File: src/rtl/serial_pattern_tx_pkg.sv
// Shared definitions for the serial pattern link: FSM state encoding,
// idle line level and the default word width.
package serial_pattern_tx_pkg;

   typedef enum logic [1:0] {
      ST_IDLE  = 2'd0,
      ST_SHIFT = 2'd1,
      ST_GAP   = 2'd2
   } state_t;

   localparam logic X_IDLE        = 1'b1;
   localparam int   DEFAULT_WIDTH = 8;

endpackage

File: src/rtl/serial_run_stats.sv
// Running statistics over a serial payload stream: ones-parity and a
// saturating count of adjacent 0,0 pairs. A clear restarts a word; a bit
// presented together with the clear counts as the first bit of the new word.
// The receiver-side checker instantiates this same block.
module serial_run_stats
   import serial_pattern_tx_pkg::*;
#(
   parameter int CNT_W = 4
) (
   input  logic             clk,
   input  logic             reset_n,
   input  logic             bit_val,
   input  logic             bit_en,
   input  logic             clear,
   output logic             ones_parity,
   output logic [CNT_W-1:0] zz_count
);

   localparam logic [CNT_W-1:0] ZZ_MAX = '1;

   // previous payload bit of the current word; 1 after a clear so that
   // pairs never span two words
   logic prev_bit;

   // parity / pair counter update, restarted by clear
   always_ff @(posedge clk or negedge reset_n) begin
      if (!reset_n) begin
         ones_parity <= 1'b0;
         zz_count    <= '0;
         prev_bit    <= 1'b1;
      end else if (clear) begin
         ones_parity <= bit_en & bit_val;
         zz_count    <= '0;
         prev_bit    <= bit_en ? bit_val : 1'b1;
      end else if (bit_en) begin
         ones_parity <= ones_parity ^ bit_val;
         if (!bit_val && !prev_bit && (zz_count != ZZ_MAX))
            zz_count <= zz_count + 1'b1;
         prev_bit <= bit_val;
      end
   end

endmodule

File: src/rtl/serial_pattern_tx.sv
// Serial pattern transmitter: accepts a parallel word over valid/ready and
// shifts it out MSB-first on x, one bit per clock, followed by an idle gap.
//
// state    | meaning
// ST_IDLE  | line idle (x=1), in_ready=1, waiting for a word
// ST_SHIFT | payload bits on x, bitcnt = bits still to follow
// ST_GAP   | inter-word idle (x=1) for GAP_CYCLES cycles
module serial_pattern_tx
   import serial_pattern_tx_pkg::*;
#(
   parameter  int WIDTH      = DEFAULT_WIDTH,
   parameter  int GAP_CYCLES = 2,
   parameter  int CNT_W      = 4,
   localparam int LW         = $clog2(WIDTH + 1)
) (
   input  logic             clk,
   input  logic             reset_n,
   input  logic [WIDTH-1:0] data_in,
   input  logic [LW-1:0]    len_in,
   input  logic             in_valid,
   output logic             in_ready,
   output logic             x,
   output logic             x_valid,
   output logic             busy,
   output logic             done,
   output logic             ones_parity,
   output logic [CNT_W-1:0] zz_count
);

   localparam int             GW       = (GAP_CYCLES > 1) ? $clog2(GAP_CYCLES) : 1;
   localparam logic [GW-1:0]  GAP_LOAD = GW'((GAP_CYCLES > 0) ? GAP_CYCLES - 1 : 0);
   localparam logic [LW-1:0]  LEN_MAX  = LW'(WIDTH);

   state_t           state, state_nx;
   logic [WIDTH-1:0] shreg, shreg_nx;
   logic [LW-1:0]    bitcnt, bitcnt_nx;
   logic [GW-1:0]    gapcnt, gapcnt_nx;
   logic             x_nx, x_valid_nx, done_nx;
   logic [LW-1:0]    len_eff;
   logic             handshake;
   logic             stat_bit, stat_en, stat_clr;

   assign handshake = in_valid & in_ready;

   // state register and registered outputs
   always_ff @(posedge clk or negedge reset_n) begin
      if (!reset_n) begin
         state    <= ST_IDLE;
         shreg    <= '0;
         bitcnt   <= '0;
         gapcnt   <= '0;
         x        <= X_IDLE;
         x_valid  <= 1'b0;
         done     <= 1'b0;
         in_ready <= 1'b1;
         busy     <= 1'b0;
      end else begin
         state    <= state_nx;
         shreg    <= shreg_nx;
         bitcnt   <= bitcnt_nx;
         gapcnt   <= gapcnt_nx;
         x        <= x_nx;
         x_valid  <= x_valid_nx;
         done     <= done_nx;
         in_ready <= (state_nx == ST_IDLE);
         busy     <= (state_nx != ST_IDLE);
      end
   end

   // next-state, datapath and stats strobes
   always_comb begin
      state_nx   = state;
      shreg_nx   = shreg;
      bitcnt_nx  = bitcnt;
      gapcnt_nx  = gapcnt;
      x_nx       = x;
      x_valid_nx = x_valid;
      done_nx    = 1'b0;
      stat_bit   = shreg[WIDTH-1];
      stat_en    = 1'b0;
      stat_clr   = 1'b0;
      len_eff    = (len_in > LEN_MAX) ? LEN_MAX : len_in;

      case (state)
         ST_IDLE: begin
            x_nx       = X_IDLE;
            x_valid_nx = 1'b0;
            if (handshake) begin
               stat_clr = 1'b1;
               if (len_eff != '0) begin
                  shreg_nx   = data_in << 1;
                  x_nx       = data_in[WIDTH-1];
                  x_valid_nx = 1'b1;
                  bitcnt_nx  = len_eff - 1'b1;
                  stat_bit   = data_in[WIDTH-1];
                  stat_en    = 1'b1;
                  state_nx   = ST_SHIFT;
               end else begin
                  // empty word: finish at once, still honour the gap
                  done_nx = 1'b1;
                  if (GAP_CYCLES > 0) begin
                     state_nx  = ST_GAP;
                     gapcnt_nx = GAP_LOAD;
                  end
               end
            end
         end
         ST_SHIFT: begin
            if (bitcnt != '0) begin
               x_nx      = shreg[WIDTH-1];
               shreg_nx  = shreg << 1;
               bitcnt_nx = bitcnt - 1'b1;
               stat_en   = 1'b1;
            end else begin
               x_nx       = X_IDLE;
               x_valid_nx = 1'b0;
               done_nx    = 1'b1;
               if (GAP_CYCLES > 0) begin
                  state_nx  = ST_GAP;
                  gapcnt_nx = GAP_LOAD;
               end else begin
                  state_nx = ST_IDLE;
               end
            end
         end
         ST_GAP: begin
            x_nx       = X_IDLE;
            x_valid_nx = 1'b0;
            if (gapcnt == '0)
               state_nx = ST_IDLE;
            else
               gapcnt_nx = gapcnt - 1'b1;
         end
         default: begin
            state_nx   = ST_IDLE;
            x_nx       = X_IDLE;
            x_valid_nx = 1'b0;
         end
      endcase
   end

   serial_run_stats #(
      .CNT_W (CNT_W)
   ) u_stats (
      .clk         (clk),
      .reset_n     (reset_n),
      .bit_val     (stat_bit),
      .bit_en      (stat_en),
      .clear       (stat_clr),
      .ones_parity (ones_parity),
      .zz_count    (zz_count)
   );

endmodule
File: config.mk
export PLATFORM = sky130hd
export DESIGN_NAME = serial_pattern_tx
export DESIGN_NICKNAME = d
export VERILOG_FILES = /design/src/rtl/serial_pattern_tx_pkg.sv /design/src/rtl/serial_run_stats.sv /design/src/rtl/serial_pattern_tx.sv
export SDC_FILE = /design/constraint.sdc
export NUM_CORES = 1
export LEC_CHECK = 0
export ABC_AREA = 1
export CAP_MARGIN = 0
export CELL_PAD_IN_SITES_DETAIL_PLACEMENT = 2
export CELL_PAD_IN_SITES_GLOBAL_PLACEMENT = 2
export CORE_MARGIN = 2
export CORE_UTILIZATION = 28
export CTS_BUF_LIST = sky130_fd_sc_hd__clkbuf_8
export DETAILED_ROUTE_END_ITERATION = 8
export GPL_ROUTABILITY_DRIVEN = 0
export PLACE_DENSITY = 0.89
export SLEW_MARGIN = 10
export SYNTH_ARGS = -nofsm -noshare
export SYNTH_HDL_FRONTEND = slang
export SYNTH_SLANG_ARGS = --single-unit
File: constraint.sdc
create_clock -name clk -period 1.7 [get_ports clk]
set_clock_uncertainty 0.1 [all_clocks]
set_input_delay 0.255 -clock clk [delete_from_list [all_inputs] [get_ports clk]]
set_output_delay 0.255 -clock clk [all_outputs]
set_load 0.005 [all_outputs]
== Word level (Yosys, flattened, before mapping) ==
Index checks and enable logic that the tools add are counted.
Widths: inputs -> output; s select.

* $add $sub $neg: 4
* Order comparisons: 1
* Equal/unequal tests: 8
* Multiplexer cells: 46
* Bitwise logic cells: 3
* Reduce and logical (&&, ||, !) cells: 16

{| class="wikitable"
|+ Operator list
! cell !! count
|-
| $mux 4 || 7
|-
| $mux 1 || 24
|-
| $mux 8 || 3
|-
| $pmux 8 s2 || 1
|-
| $ne 2x2->1 const B || 5
|-
| $mux 2 || 4
|-
| $pmux 1 s2 || 4
|-
| $pmux 4 s2 || 1
|-
| $reduce_and 4->1 || 2
|-
| $reduce_bool 2->1 || 4
|-
| $reduce_bool 4->1 || 2
|-
| $sub 4x1->4 const B || 2
|-
| $pmux 2 s3 || 1
|-
| $add 4x1->4 const B || 1
|-
| $gt 4x4->1 const B || 1
|-
| $logic_not 2->1 || 2
|-
| $ne 4x4->1 const B || 1
|-
| $pmux 1 s3 || 1
|-
| $reduce_bool 3->1 || 1
|-
| $and 1x1->1 || 2
|-
| $eq 2x1->1 const B || 1
|-
| $eq 2x2->1 const B || 1
|-
| $logic_and 1x1->1 || 2
|-
| $logic_not 1->1 || 2
|-
| 3 further kinds || 3
|}

* Register bits after elaboration: 26
* Output and inout bits: 10
* Word-level logic and storage cells: 90

== Logic depth before layout (Yosys ltp) ==
Gate-level depths: netlist of run 1.

* Word-level depth: 12
* Depth in mapped cells: 12
* Mapped depth without buffers: 11

== Cells and area by module ==
A second synthesis of run 1 with hierarchy kept.

* Cell total of the unflattened synthesis: 191
* Area, all modules: 1,456.4 µm²

{| class="wikitable"
|+ By module, submodules not included
! module !! instances !! cells each !! area each (µm²) !! seq. area each (µm²)
|-
| serial_pattern_tx || 1 || 146 || 1,108.6 || 478.0
|-
| serial_run_stats || 1 || 45 || 347.8 || 151.4
|}

== Worst setup path before layout of run 1 ==
Ideal clock, no wire load.

* Kind: reg2reg
* Start: register state[1]
* End: register bitcnt[2]
* Setup time: 0.123 ns
* Arrival time: 1.531 ns
* Data required time: 1.477 ns
* Path slack: -0.053 ns
* Stages on the path, launching flop included: 11
* Buffers on the path: 1
* Cells stage by stage: dfrtp_1 -> inv_1 -> ha_1 -> buf_6 -> nor2_1 -> nand2_1 -> nand2_1 -> inv_1 -> ha_1 -> xnor2_1 -> o21ai_1

* Longest elaborated chain between the ends: 3
* Elaborated cells on any way between the ends: 8
* Classes of those cells: eq/ne (4); mux (1); reduce/logical (3)

{| class="wikitable"
|+ Ends and longest elaborated chain
! element !! line !! source
|-
| from (decl) || serial_pattern_tx.sv:34 || <nowiki>state_t state, state_nx;</nowiki>
|-
| from (signal assigned) || serial_pattern_tx.sv:58 || <nowiki>state <= state_nx;</nowiki>
|-
| $eq 2x1->1 or $logic_not 2->1 (tied branches) || serial_pattern_tx.sv:84 || <nowiki>case (state)</nowiki>
|-
| $ne 2x2->1 (no source line) or $reduce_bool 2->1 (tied branches) || n/a ||
|-
| $reduce_and 4->1 (no source line) || n/a ||
|-
| to (signal assigned) || serial_pattern_tx.sv:60 || <nowiki>bitcnt <= bitcnt_nx;</nowiki>
|-
| to (decl) || serial_pattern_tx.sv:36 || <nowiki>logic [LW-1:0] bitcnt, bitcnt_nx;</nowiki>
|}

Parallel ways exist; a longest one is shown, timed or not.
A chain may end at the register's enable or synchronous reset.

== Worst setup path after layout of run 1 ==
* Start: register state[1]
* End: register u_stats.zz_count[2]

* Longest elaborated chain between the ends: 7
* Elaborated cells on any way between the ends: 12
* Classes of those cells: eq/ne (1); mux (4); reduce/logical (7)

{| class="wikitable"
|+ Ends and longest elaborated chain
! element !! line !! source
|-
| $logic_not 2->1 || serial_pattern_tx.sv:84 ||
|-
| $mux 1 || serial_pattern_tx.sv:84 ||
|-
| $logic_not 1->1 || serial_run_stats.sv:37 || <nowiki>if (!bit_val && !prev_bit && (zz_count != ZZ_MAX))</nowiki>
|-
| $logic_and 1x1->1 (2 in a row) || serial_run_stats.sv:37 ||
|-
| $reduce_bool 2->1 (no source line) || n/a ||
|-
| $reduce_and 2->1 (no source line) || n/a ||
|-
| to (signal assigned) || serial_run_stats.sv:38 || <nowiki>zz_count <= zz_count + 1'b1;</nowiki>
|-
| to (decl) || serial_run_stats.sv:16 || <nowiki>output logic [CNT_W-1:0] zz_count</nowiki>
|}

Parallel ways exist; a longest one is shown, timed or not.

==> results of run 1 <==
-- power by group through the flow --
stage                     Clock (uW)  Sequential, uW  Combinational, uW
after floorplan                    0            1040               1230
after global placement             0            1050               1980
after detailed placement           0            1070               2130
after CTS                        381            1060               2310
after global routing             392            1120               3190
final                            372            1090               2910
-- area by class of cell --
type,count,share of cell area
clock buffers,3,0.0185
clock inverters,1,0.00168
inverters,27,0.0465
multi-input cells,129,0.382
flip-flops and latches,25,0.282
well taps,70,0.0392
repair buffers,55,0.230
-- worst paths after layout --
kind,start,to,slack (ns),cells after the start
setup / recovery,state[1],u_stats.zz_count[2],-0.09,10
hold / removal,reset_n,state[1],0.25,2
setup reg to reg,state[1],u_stats.zz_count[2],-0.09,10
hold reg to reg,shreg[5],shreg[5],0.43,2
max in group asynchronous,reset_n,x,0.94,2
min in group clk,shreg[5],shreg[5],0.43,2
-- logic make-up after synthesis --
family,count (synthesis),synth area share
adder cells (fa/ha/maj),6,0.0520
XOR/XNOR,4,0.0243
AO/OA/AOI/OAI,19,0.0754
buffers and inverters,30,0.0892
flip-flops,25,0.436
AND/OR/NAND/NOR,100,0.323
-- sequential cells by signal, summed over array words and instances (netlist names) --
signal	cells
state	2
in_ready	1
shreg	7
bitcnt	4
x	1
x_valid	1
busy	1
u_stats.zz_count	4
u_stats.ones_parity	1
u_stats.prev_bit	1
done	1
gapcnt	1
-- timing repair --
action,CTS,global route
resized for setup,7,42
hold endpoints to repair,0,0
cloned,0,1
setup endpoints to repair,22,21
setup buffers,2,5
pin swaps,4,8
-- worst max-delay path, cell delays in order, from the launching register on --
cell and delay (ns):
dfrtp_1 0.41, inv_2 0.14, ha_4 0.18, inv_2 0.09, nor2_4 0.19, nand2_4 0.11, nand2_4 0.11, nand2_2 0.07
nor2_4 0.12, nand3_1 0.10, nand2_1 0.10
-- layout by cell type (no fill, tap or decap), types with 3 or more instances in the layout --
cell / count
nor2_1: 9
inv_2: 5
nand2_1: 42
o21ai_1: 4
nand2_2: 14
nand3_2: 4
nand2_4: 8
nand3_1: 15
ha_1: 4
inv_1: 22
nor2_4: 4
buf_4: 27
o21ai_2: 5
o21ai_0: 6
dfrtp_1: 22
clkdlybuf4s50_1: 23
xor2_1: 3
clkbuf_8: 3
dfstp_2: 3
-- per-stage QoR --
step	hold WS [ns]	instances	power (uW)	setup TNS, ns
after global placement	0.365	298	3030	-0.0833
after detailed placement	0.376	298	3200	-1.35
after global routing	0.293	310	4700	-2.56
after CTS	0.273	304	3750	-0.0103
after floorplan	-0.141	184	2270	0
final	0.254	310	4370	-0.824
-- metal layers --
layer	vias to the layer above	wire (um)	global-route usage
met5	-	0	0
met4	0	80	0.0429
met3	9	126	0.0198
met2	24	3040	0.352
met1	719	2460	0.223
li1	685	-	-
==> results.sh, run 1 <==
export IMPL_fin_util=0.443
export IMPL_synthDistinctLibCells=22
export IMPL_yosysTopAreaCellShare=0.381
export IMPL_grt_pass1_wl_um=7960
export IMPL_yosysSeqAreaShare=0.436
export IMPL_io_pins=25
export IMPL_hpwl_um=3320
export IMPL_insertedDiodeCount=0
export IMPL_cts_num_sinks=25
export IMPL_crit_required_ns=1.82
export IMPL_fin_crit_ns=1.79
export IMPL_initial_utilization=0.286
export IMPL_core_area_um2=5040
export IMPL_ys_warn_count=0
export IMPL_drive_above_1_share=0.358
export IMPL_syn_nets=205
export IMPL_power_frac_clock=0.085
export IMPL_cts_buffers=3
export IMPL_slew_violations=0
export IMPL_grt_pass1_vias=1603
export IMPL_hold_class="in -> async"
export IMPL_peakVddDrop_mv=0.549
export IMPL_start_kind="flop"
export IMPL_synth_ff_type="dfrtp_1"
export IMPL_grt_total_usage=0.186
export IMPL_route_detailed_drc=0
export IMPL_clock_latency_ns=0.28
export IMPL_synth_edf_count=0
export IMPL_fillCellCount=569
export IMPL_synth_top_area_cell="dfrtp_1"
export IMPL_synth_area_leaders="dfrtp_1, nand2_1, nand3_1"
export IMPL_clkTransAtPathRegs_ns=0.10
export IMPL_netlist_top_cells_count="nand2_1, inv_1, dfrtp_1"
export IMPL_io_buffers=24
export IMPL_dp_slack_ns=-0.163
export IMPL_die_x_um=75.8
export IMPL_dieArea_um2=5750
export IMPL_cts_root_buf="clkbuf_8"
export IMPL_p_per_area_nw_per_um2=1960
export IMPL_grt_antenna_before_repair=0
export IMPL_placed_cell_area_um2=1930
export IMPL_grt_overflow=0
export IMPL_ys_ff_latch=25
export IMPL_cts_tree="done"
export IMPL_fin_ws_ns=-0.0885
export IMPL_multi_input_area_um2=853
export IMPL_netSwitchingPower_uw=2020
export IMPL_finalHoldViolations=0
export IMPL_seq_power_share=0.249
export IMPL_area_growth_pct=54.6
export IMPL_grt_max_degree=26
export IMPL_fin_crit_sh=1.05
export IMPL_totalWireLength_um=5710
export IMPL_critPathKind="reg -> reg"
export IMPL_cts_htree_levels=1
export IMPL_worst_slew_pin_slew_ns=0.328
export IMPL_vias_per_cell=4.64
export IMPL_syn_cell_area_um2=1440
export IMPL_p_comb_frac=0.665
export IMPL_p_int_uw=2350
export IMPL_relSlewSlack=0.779
export IMPL_synth_most_common_cell="nand2_1"
export IMPL_avgSynthCellArea_um2=7.85
export IMPL_p_leak_uw=0.00112
export IMPL_clock_path_buffers=2
export IMPL_swShare=0.462
export IMPL_postRouteAntennaNets=0
export IMPL_fp_row_count=26
export IMPL_setup_violations=18
export IMPL_drt_iter0_drc=33
export IMPL_async_reset_ff_frac=1.00
export IMPL_maxCapViolations=0
export IMPL_vias=1437
export IMPL_cts_hold_buf=0
export IMPL_path_max_fanout=5
export IMPL_status="finished, violations left"
export IMPL_seqCellArea_um2=629
export IMPL_drt_first_pass_iters=4
export IMPL_die_y_um=75.8
export IMPL_crit_path_end_kind="flop"
export IMPL_wire_per_inst_um=18.4
export IMPL_rsz0062_at_grt="true"
export IMPL_max_freq_ghz=0.559
export IMPL_fin_area_um2=2230
export IMPL_synth_cells=184
export IMPL_nets=262
export IMPL_violations="setup timing"
export IMPL_arrival_ns=1.91
Note: power is estimated with default switching activity, not from simulation.
==> inputs of run 2 (changes only) <==
Settings changed: ABC_AREA 1 to unset, CORE_UTILIZATION 28 to 31.
==> results.sh, run 2 <==
export IMPL_grt_overflow=0
export IMPL_tns_ns=-3.75
export IMPL_synth_ff_type="dfrtp_1"
export IMPL_path_max_fanout=7
export IMPL_synth_area_leaders="dfrtp_1, mux2_2, dfstp_2"
export IMPL_fin_util=0.521
export IMPL_final_common_cell="buf_4"
export IMPL_dp_slack_ns=-0.459
export IMPL_fin_ws_ns=-0.242
export IMPL_synthDistinctLibCells=38
export IMPL_die_x_um=70.5
export IMPL_cts_htree_levels=1
export IMPL_hold_class="in -> async"
export IMPL_avgSynthCellArea_um2=10.9
export IMPL_largest_register="shreg"
export IMPL_setup_violations=23
export IMPL_cts_hold_buf=0
export IMPL_insertedDiodeCount=0
export IMPL_critPathSlowestCell="dfrtp_1"
export IMPL_syn_nets=147
export IMPL_top_regs="shreg x7, bitcnt x4, u_stats.zz_count x4"
export IMPL_cts_buffers=3
export IMPL_synth_cells=126
export IMPL_rsz0062_at_grt="true"
export IMPL_final_cell_mix="buf_4, dfrtp_1, clkdlybuf4s50_1, nand2_1, buf_6"
export IMPL_fin_crit_ns=1.94
export IMPL_clock_latency_ns=0.28
export IMPL_io_buffers=24
export IMPL_drive_above_1_share=0.515
export IMPL_relSlewSlack=0.678
export IMPL_fin_crit_sh=1.14
export IMPL_clkTransAtPathRegs_ns=0.10
export IMPL_crit_path_end_kind="flop"
export IMPL_arrival_ns=2.04
export IMPL_cts_num_sinks=25
export IMPL_cts_tree="done"
export IMPL_die_y_um=70.5
export IMPL_async_reset_ff_frac=1.00
export IMPL_slew_violations=0
export IMPL_finalPower_uw=4460
export IMPL_io_pins=25
export IMPL_drt_first_pass_iters=4
export IMPL_ys_warn_count=0
export IMPL_ys_ff_latch=25
export IMPL_cts_root_buf="clkbuf_8"
export IMPL_maxCapViolations=0
export IMPL_drt_iter0_drc=55
export IMPL_p_leak_uw=0.000998
export IMPL_grt_pass1_wl_um=8560
export IMPL_crit_required_ns=1.80
export IMPL_syn_cell_area_um2=1370
export IMPL_worst_slew_pin_slew_ns=0.480
export IMPL_grt_max_degree=26
export IMPL_fillCellCount=450
export IMPL_yosysTopAreaCellShare=0.401
export IMPL_netlist_top_cells_count="dfrtp_1, mux2_2, nand2_1"
export IMPL_violations="setup timing"
export IMPL_synth_most_common_cell="dfrtp_1"
export IMPL_totalWireLength_um=5770
export IMPL_fp_row_count=24
export IMPL_largest_reg_flops=7
export IMPL_route_detailed_drc=0
export IMPL_finalHoldViolations=0
export IMPL_nets=216
export IMPL_peakVddDrop_mv=0.809
export IMPL_area_growth_pct=64.3
export IMPL_grt_total_usage=0.223
export IMPL_synth_top_area_cell="dfrtp_1"
export IMPL_synth_edf_count=0
export IMPL_dieArea_um2=4980
export IMPL_status="finished, violations left"
export IMPL_vias=1309
export IMPL_vias_per_cell=5.32
export IMPL_yosysSeqAreaShare=0.459
export IMPL_initial_utilization=0.317
export IMPL_clock_path_buffers=2
export IMPL_path_delay_family="buffers and inverters"
export IMPL_postRouteAntennaNets=0
export IMPL_start_kind="flop"
export IMPL_critPathKind="reg -> reg"
export IMPL_max_freq_ghz=0.515
export IMPL_grt_antenna_before_repair=0
export IMPL_critPathBufInv=5
export IMPL_p_per_area_nw_per_um2=1980
export IMPL_core_area_um2=4320
export IMPL_path_common_cell="buf_4"
export IMPL_grt_pass1_vias=1528
export IMPL_crit_chain="inv_2, buf_4, ha_4, buf_4, nor2b_4, o21ai_4, buf_6, buf_4, a221o_1"
export IMPL_wire_per_inst_um=23.4
export IMPL_hpwl_um=3280
export IMPL_critPathMaxStageDelay_ns=0.39
run 2: cell types whose count changed in the layout (fill, tap and decap cells not counted), moves of 8 or more:
cell	delta
nand3_1	-14
inv_1	-19
buf_4	+10
nand2_1	-33
nand2_4	-8
nand2_2	-12
run 2: routing by layer:
metal  track usage  wire length [um]
met5             0                 0
met3        0.0313               106
met4         0.113               136
met1         0.255              2460
met2         0.406              3060
run 2: worst register-to-register path, cell delays in order, from the launching register on:
cell and delay [ns]:
dfrtp_1 0.39, inv_2 0.07, buf_4 0.14, ha_4 0.18, buf_4 0.16, nor2b_4 0.16
o21ai_4 0.08, buf_6 0.16, buf_4 0.15, a221o_1 0.28
run 2: final timing paths:
kind / startpoint / end / slack (ns) / cells past startpoint
setup / recovery: state[1] / x / -0.24 / 9
hold reg to reg: shreg[1] / shreg[1] / 0.42 / 1
hold / removal: reset_n / bitcnt[2] / 0.24 / 2
min in group clk: shreg[1] / shreg[1] / 0.42 / 1
max in group asynchronous: reset_n / in_ready / 0.96 / 2
setup reg to reg: state[1] / x / -0.24 / 9
run 2: area by class of cell:
class | count | area [um2] | share of cell area
Multi-Input combinational cell | 93 | 908 | 0.403
Inverter | 4 | 15.0 | 0.00666
Tap cell | 52 | 65.1 | 0.0289
Sequential cell | 25 | 631 | 0.280
Clock buffer | 3 | 41.3 | 0.0183
Timing Repair Buffer | 68 | 591 | 0.262
Clock inverter | 1 | 3.75 | 0.00166
run 2: cell families (layout without fill, tap and decap cells):
| kind of cell | count (synthesis) | count (layout) | share of synthesized area |
|---|---|---|---|
| AND/OR/NAND/NOR | 40 | 40 | 0.173 |
| AO/OA/AOI/OAI | 29 | 29 | 0.145 |
| adder cells (fa/ha/maj) | 6 | 6 | 0.0547 |
| flip-flops | 25 | 25 | 0.459 |
| multiplexers | 18 | 18 | 0.142 |
| buffers and inverters | 8 | 76 | 0.0264 |
run 2: stage by stage:
step / area, um2 / hold WS [ns] / std cells
after floorplan: 1420 / -0.141 / 126
after global placement: 1910 / 0.359 / 229
after detailed placement: 1910 / 0.375 / 229
after CTS: 2140 / 0.261 / 239
after global routing: 2250 / 0.268 / 246
final: 2250 / 0.238 / 246
run 2: power breakdown:
part           leakage [uW]  internal (uW)  switching, uW
registers          0.000304            868            211
clock network     0.0000269            162            207
logic              0.000667           1610           1400
run 2: what timing repair did:
action | in CTS | in global routing
setup endpoints to repair | 25 | 22
gates resized for setup | 40 | 17
endpoints found under the hold margin | 0 | 0
pin swaps | 13 | 4
buffers inserted | 7 | 7
